### src/rtl/rgb_led_ctrl_if.sv
// Register write port between the SoC I/O bus and the RGB LED controller.
// The master drives the write request; the slave answers with wr_ready.
interface rgb_led_ctrl_if #(
   parameter int unsigned PWM_BITS = 8
);
   logic                wr_en;
   logic [1:0]          wr_addr;
   logic [PWM_BITS-1:0] wr_data;
   logic                wr_ready;

   modport master (output wr_en, output wr_addr, output wr_data, input wr_ready);
   modport slave  (input wr_en, input wr_addr, input wr_data, output wr_ready);
endinterface

### src/rtl/rgb_led_ctrl.sv
// RGB LED controller: per-channel PWM dimming with duty shadow registers
// and an optional blink pattern sequenced by a small FSM.
module rgb_led_ctrl #(
   parameter int unsigned PWM_BITS    = 8,
   parameter int unsigned BLINK_SHIFT = 14,
   parameter bit          ACTIVE_LOW  = 1'b1
) (
   input  logic           clk_48mhz,
   input  logic           reset,
   rgb_led_ctrl_if.slave  bus,
   output logic           led_r,
   output logic           led_g,
   output logic           led_b,
   output logic           pwm_wrap,
   output logic           blink_phase
);
   localparam int unsigned BCNT_W = BLINK_SHIFT + 4;
   localparam logic [PWM_BITS-1:0] CNT_PRE = {{(PWM_BITS-1){1'b1}}, 1'b0};

   typedef enum logic [1:0] {
      S_IDLE    = 2'd0,
      S_SOLID   = 2'd1,
      S_BLK_ON  = 2'd2,
      S_BLK_OFF = 2'd3
   } state_e;

   state_e              state_q, state_d;
   logic [BCNT_W-1:0]   bcnt_q, bcnt_d, limit_c;
   logic [PWM_BITS-1:0] cnt_q;
   logic [PWM_BITS-1:0] sh_r_q, sh_g_q, sh_b_q;
   logic [PWM_BITS-1:0] act_r_q, act_g_q, act_b_q;
   logic [3:0]          ctrl_q;
   logic                wrap_q, rdy_q, bphase_q;
   logic                led_r_q, led_g_q, led_b_q;
   logic                accept_c, lit_c, enable_c, blink_c;
   logic [1:0]          rate_c;

   assign accept_c = bus.wr_en && rdy_q;
   assign enable_c = ctrl_q[0];
   assign blink_c  = ctrl_q[1];
   assign rate_c   = ctrl_q[3:2];
   assign lit_c    = (state_q == S_SOLID) || (state_q == S_BLK_ON);
   assign limit_c  = (BCNT_W'(1) << (BLINK_SHIFT + 32'(rate_c))) - BCNT_W'(1);

   // Next-state and blink counter; '>=' lets a lowered limit toggle at the next wrap
   always_comb begin
      state_d = state_q;
      bcnt_d  = bcnt_q;
      unique case (state_q)
         S_IDLE: begin
            if (enable_c) begin
               state_d = blink_c ? S_BLK_ON : S_SOLID;
               bcnt_d  = '0;
            end
         end
         S_SOLID: begin
            if (!enable_c) begin
               state_d = S_IDLE;
            end else if (blink_c) begin
               state_d = S_BLK_ON;
               bcnt_d  = '0;
            end
         end
         S_BLK_ON, S_BLK_OFF: begin
            if (!enable_c) begin
               state_d = S_IDLE;
            end else if (!blink_c) begin
               state_d = S_SOLID;
            end else if (wrap_q) begin
               if (bcnt_q >= limit_c) begin
                  state_d = (state_q == S_BLK_ON) ? S_BLK_OFF : S_BLK_ON;
                  bcnt_d  = '0;
               end else if (bcnt_q != {BCNT_W{1'b1}}) begin
                  bcnt_d = bcnt_q + BCNT_W'(1);
               end
            end
         end
         default: state_d = S_IDLE;
      endcase
   end

   always_ff @(posedge clk_48mhz) begin
      if (reset) begin
         state_q  <= S_IDLE;
         bcnt_q   <= '0;
         cnt_q    <= '0;
         wrap_q   <= 1'b0;
         rdy_q    <= 1'b0;
         ctrl_q   <= '0;
         sh_r_q   <= '0;
         sh_g_q   <= '0;
         sh_b_q   <= '0;
         act_r_q  <= '0;
         act_g_q  <= '0;
         act_b_q  <= '0;
         bphase_q <= 1'b1;
         led_r_q  <= ACTIVE_LOW;
         led_g_q  <= ACTIVE_LOW;
         led_b_q  <= ACTIVE_LOW;
      end else begin
         state_q  <= state_d;
         bcnt_q   <= bcnt_d;
         cnt_q    <= cnt_q + PWM_BITS'(1);
         wrap_q   <= (cnt_q == CNT_PRE);
         rdy_q    <= 1'b1;
         bphase_q <= (state_d != S_BLK_OFF);
         if (accept_c) begin
            unique case (bus.wr_addr)
               2'd0: sh_r_q <= bus.wr_data;
               2'd1: sh_g_q <= bus.wr_data;
               2'd2: sh_b_q <= bus.wr_data;
               2'd3: ctrl_q <= bus.wr_data[3:0];
               default: ;
            endcase
         end
         // Shadow copied with pre-write values, so a write on the wrap cycle waits a period
         if (wrap_q) begin
            act_r_q <= sh_r_q;
            act_g_q <= sh_g_q;
            act_b_q <= sh_b_q;
         end
         led_r_q <= ((cnt_q < act_r_q) && lit_c) ^ ACTIVE_LOW;
         led_g_q <= ((cnt_q < act_g_q) && lit_c) ^ ACTIVE_LOW;
         led_b_q <= ((cnt_q < act_b_q) && lit_c) ^ ACTIVE_LOW;
      end
   end

   assign bus.wr_ready = rdy_q;
   assign led_r        = led_r_q;
   assign led_g        = led_g_q;
   assign led_b        = led_b_q;
   assign pwm_wrap     = wrap_q;
   assign blink_phase  = bphase_q;
endmodule

### src/flat_wrapper.sv
// flat-port wrapper written by rule: the top's interface ports become plain ports
module rgb_led_ctrl_flat 
#(
   parameter int unsigned PWM_BITS    = 8,
   parameter int unsigned BLINK_SHIFT = 14,
   parameter bit          ACTIVE_LOW  = 1'b1
)
  (clk_48mhz, reset, led_r, led_g, led_b, pwm_wrap, blink_phase, bus_wr_en, bus_wr_addr, bus_wr_data, bus_wr_ready);
  rgb_led_ctrl_if #(.PWM_BITS(PWM_BITS)) bus_i ();
  input  logic clk_48mhz;
  input  logic reset;
  output logic led_r;
  output logic led_g;
  output logic led_b;
  output logic pwm_wrap;
  output logic blink_phase;
  input wire logic [$bits(bus_i.wr_en)-1:0] bus_wr_en;
  input wire logic [$bits(bus_i.wr_addr)-1:0] bus_wr_addr;
  input wire logic [$bits(bus_i.wr_data)-1:0] bus_wr_data;
  output wire logic [$bits(bus_i.wr_ready)-1:0] bus_wr_ready;
  assign bus_i.wr_en = bus_wr_en;
  assign bus_i.wr_addr = bus_wr_addr;
  assign bus_i.wr_data = bus_wr_data;
  assign bus_wr_ready = bus_i.wr_ready;
  rgb_led_ctrl #(.PWM_BITS(PWM_BITS), .BLINK_SHIFT(BLINK_SHIFT), .ACTIVE_LOW(ACTIVE_LOW)) u_core (.clk_48mhz(clk_48mhz), .reset(reset), .bus(bus_i), .led_r(led_r), .led_g(led_g), .led_b(led_b), .pwm_wrap(pwm_wrap), .blink_phase(blink_phase));
endmodule
### config.mk
export PLATFORM = sky130hd
export DESIGN_NAME = rgb_led_ctrl_flat
export DESIGN_NICKNAME = d
export VERILOG_FILES = /design/src/rtl/rgb_led_ctrl_if.sv /design/src/rtl/rgb_led_ctrl.sv /design/src/flat_wrapper.sv
export SDC_FILE = /design/constraint.sdc
export NUM_CORES = 1
export LEC_CHECK = 0
export ABC_AREA = 1
export BUFFER_PORTS_ARGS = -buffer_cell sky130_fd_sc_hd__buf_2
export CORE_MARGIN = 2
export CORE_UTILIZATION = 61
export CTS_CLUSTER_SIZE = 25
export DETAILED_ROUTE_END_ITERATION = 6
export PLACE_DENSITY = 0.82
export SETUP_SLACK_MARGIN = 0.4
export SYNTH_ARGS = -nofsm -noshare
export SYNTH_HDL_FRONTEND = slang
export SYNTH_SLANG_ARGS = --single-unit
### constraint.sdc
create_clock -name clk_48mhz -period 2.5 [get_ports clk_48mhz]
set_input_delay 0.5 -clock clk_48mhz [delete_from_list [all_inputs] [get_ports clk_48mhz]]
set_output_delay 0.5 -clock clk_48mhz [all_outputs]
set_load 0.02 [all_outputs]
==> summary.md <==
| Metric | Value |
|---|---|
| ANT cells | `0` |
| Reg clk slew, reported paths | `90 ps` |
| Outcome | `finished, final reports clean` |
| Avg WL per Cell | `13.5 µm` |
| CTS Buffer Depth | `2` |
| Post-synth top area cell | `dfxtp_1` |
| Setup_tns | `0 ps` |
| Die area | `0.00742 mm²` |
| CTS tree | `built` |
| FMAX | `0.506 GHz` |
| Fin nets | `624` |
| Max-cap viol count | `0` |
| Post-layout min period | `1980 ps` |
| Cells along the critical path | `inv_1 -> ha_1 -> nor2_4 -> inv_1 -> o21ai_2 -> nand3_4 -> clkinv_4 -> nand3_2 -> inv_2 -> nand3_1 -> inv_1 -> nand2_1 -> a211oi_2` |
| H-tree levels | `3` |
| Grt total ovfl | `0` |
| Register area share after synthesis | `41.8%` |
| First-pass GRT wire length | `15200 µm` |
| Flops & latches, synth | `86` |
| Die X | `86.1 µm` |
| Power density over cell area | `592 mW/mm²` |
| WS Path Type | `reg -> reg` |
| Clk sinks | `86` |
| Final worst-path cycle share | `79.0%` |
| Worst Setup End Kind | `flop` |
| Vias in the first global route | `3297` |
| Comb power frac | `12.0%` |
| CP peak stage delay | `400 ps` |
| Critical path arrival | `2270 ps` |
| Core footprint | `0.00642 mm²` |
| Total iterations of the first detailed-routing run | `5` |
| Starting Density | `64.1%` |
| Post-route ant nets | `0` |
| Critical path's slowest cell | `dfxtp_1` |
| Sequential cell area | `0.00172 mm²` |
| Post-Route WL | `8850 µm` |
| P_leak | `0.00197 µW` |
| Sequential Power Share | `53.1%` |
| Critical Path Source Type | `flop` |
| Unrepaired setup endpoints after global routing | `yes` |
| Warnings from Yosys | `0` |
| Slew Limit Fails | `0` |
| EDFF count, synth | `0` |
| Ratio of cells with drive above 1 in the final layout | `11.3%` |
| Most Frequent Cell on Critical Path | `inv_1` |
| Leading cell types by count after synthesis | `87 x nor2_1, 86 x dfxtp_1, 74 x inv_1` |
| CP top delay family | `simple AND/OR/NAND/NOR gates` |
| Gpl congestion | `0.841` |
| Clk_skew | `13.4 ps` |
| Fillers | `536` |
| Total Routing Usage GR | `25.7%` |
| DRC viols | `0` |
| Top cell type's share of synthesized area | `41.8%` |
| Vias per cell | `5.56` |
| Via Count | `3633` |
| Critical Path Start | `u_core.state_q[0]` |
| Hold_sp | `bus_wr_data[4]` |
| Clock network fraction of total power | `34.8%` |
| Initial antenna violation count | `0` |
| Hold Crit Class | `in -> reg` |
| Distinct cells, synth | `34` |
| Crit path buf inv count | `5` |
| R2r startpoint | `u_core.state_q[0]` |
| Multi-input logic area | `0.00210 mm²` |
| Final core occ | `71.2%` |
| Syn avg cell area | `7.61 µm²` |
| Max IR drop VDD | `0.000420 V` |
| Chip height | `86.1 µm` |
| Largest cells by area after synthesis | `dfxtp_1 42%, ha_1 12%, nor2_1 7.9%` |
| Rows | `29` |
| DR iter-0 viols | `203` |
| Synth Cell Area | `0.00412 mm²` |
| Switching Share | `28.0%` |
| Root Buffer | `clkbuf_8` |
| Later-pin clock latency in the skew report | `360 ps` |
| TritonCTS buffer count | `9` |
| Final Hold Fails | `0` |
| Async set-or-reset flop fraction in the synthesized netlist | `0%` |
| # port buffers | `18` |
| DP HPWL | `6170 µm` |
| Count leader, synth | `nor2_1` |
| Cell count after synthesis | `541` |
| Area delta synth->final | `11.2%` |
| Largest net degree at the start of global routing | `58` |
| Net load switching power | `757 µW` |
| Max FO, Critical Path | `10` |
| CP required | `2790 ps` |
| Finish-stage setup viols | `0` |
| IO Pins | `19` |
| Internal power | `1950 µW` |
| Ys flop type | `dfxtp_1` |
[what timing repair did]
| action | in CTS | in global routing |
|---|---|---|
| resized for setup | 3 | 7 |
| gates cloned | 0 | 0 |
| setup endpoints to repair | 6 | 18 |
| setup buffers | 2 | 4 |
| endpoints found under the hold margin | 0 | 0 |
| hold buffers | 0 | 0 |
| pin swaps | 2 | 1 |
[sequential cells by signal, summed over array words and instances (netlist names), 2 cells and up]
signal / count
u_core.act_r_q: 8
u_core.bcnt_q: 18
u_core.sh_g_q: 8
u_core.ctrl_q: 4
u_core.state_q: 2
u_core.sh_b_q: 8
u_core.cnt_q: 8
u_core.act_b_q: 8
u_core.act_g_q: 8
u_core.sh_r_q: 8
[placed cells by master, fill, tap and decap left out, types with 2 or more instances in the layout]
cell type and n:
o21ai_0 64, nand3_1 18, nand3_2 3, clkbuf_8 11, nand2_1 57, o211ai_1 3, dfxtp_1 86, o21a_1 3
conb_1 6, a211oi_2 2, or2_2 2, ha_1 39, a31oi_1 3, a21oi_1 47, nor2_2 4, nor2_4 2
nor4_1 3, buf_2 18, inv_6 2, nor3_1 16, inv_1 74, nand4_1 3, clkinvlp_4 3, buf_4 11
nor2_1 83
[path summary, 6_finish.rpt]
kind	endpoint	slack, ps	cells after the start
worst max-delay path	u_core.bcnt_q[16]	520	13
worst min-delay path	u_core.sh_r_q[4]	400	3
worst max register to register	u_core.bcnt_q[16]	520	13
worst min register to register	u_core.act_g_q[0]	470	2
[metal layers]
| metal | global-route usage, % | part of all wire [%] | up-vias |
|---|---|---|---|
| li1 | - | - | 1829 |
| met1 | 35.6 | 48 | 1682 |
| met2 | 40.7 | 45 | 107 |
| met3 | 5.49 | 4.8 | 15 |
| met4 | 7.22 | 1.4 | 0 |
| met5 | 0 | 0 | - |
[power groups by stage]
| stage | Combinational, µW | Sequential (µW) | Clock, µW |
|---|---|---|---|
| final | 325 | 1440 | 942 |
| after CTS | 286 | 1440 | 952 |
| after global placement | 253 | 1470 | 0 |
| after floorplan | 201 | 1460 | 0 |
| after detailed placement | 267 | 1470 | 0 |
| after global routing | 365 | 1440 | 1010 |
[layout make-up]
class	instances	share of cell area [%]
clock buffer	11	3.31
clock inverter	5	0.875
inverter	76	6.35
multi-input combinational	370	46.0
sequential	86	37.6
tap	77	2.11
timing repair buffer	29	3.77
[worst reg2reg max path, delay by kind of cell, from the launching register on]
family,cells,cell delay (ps)
AO/OA/AOI/OAI,2,240
adder cells (fa/ha/maj),1,270
buffers and inverters,5,490
flip-flops,1,400
AND/OR/NAND/NOR,5,520
[kinds of logic after synthesis]
family / after synthesis / synth area share (%)
flip-flops: 86 / 41.8
XOR/XNOR: 2 / 0.426
AO/OA/AOI/OAI: 127 / 16.7
other: 1 / 0.0911
AND/OR/NAND/NOR: 196 / 20.6
adder cells (fa/ha/maj): 39 / 11.9
buffers and inverters: 90 / 8.45
[stage by stage]
| step | area (µm²) | cells | hold slack [ps] | total power (µW) | setup WS [ps] |
|---|---|---|---|---|---|
| 3_3_place_gp | 4300 | 632 | 440 | 1720 | 392 |
| 3_5_place_dp | 4300 | 632 | 452 | 1730 | 211 |
| 4_1_cts | 4520 | 650 | 387 | 2670 | 431 |
| 6_report | 4570 | 654 | 400 | 2710 | 525 |
| 2_1_floorplan | 4130 | 546 | 429 | 1660 | 715 |
| 5_1_grt | 4570 | 654 | 413 | 2820 | 324 |
(Power assumes the default switching activity.)
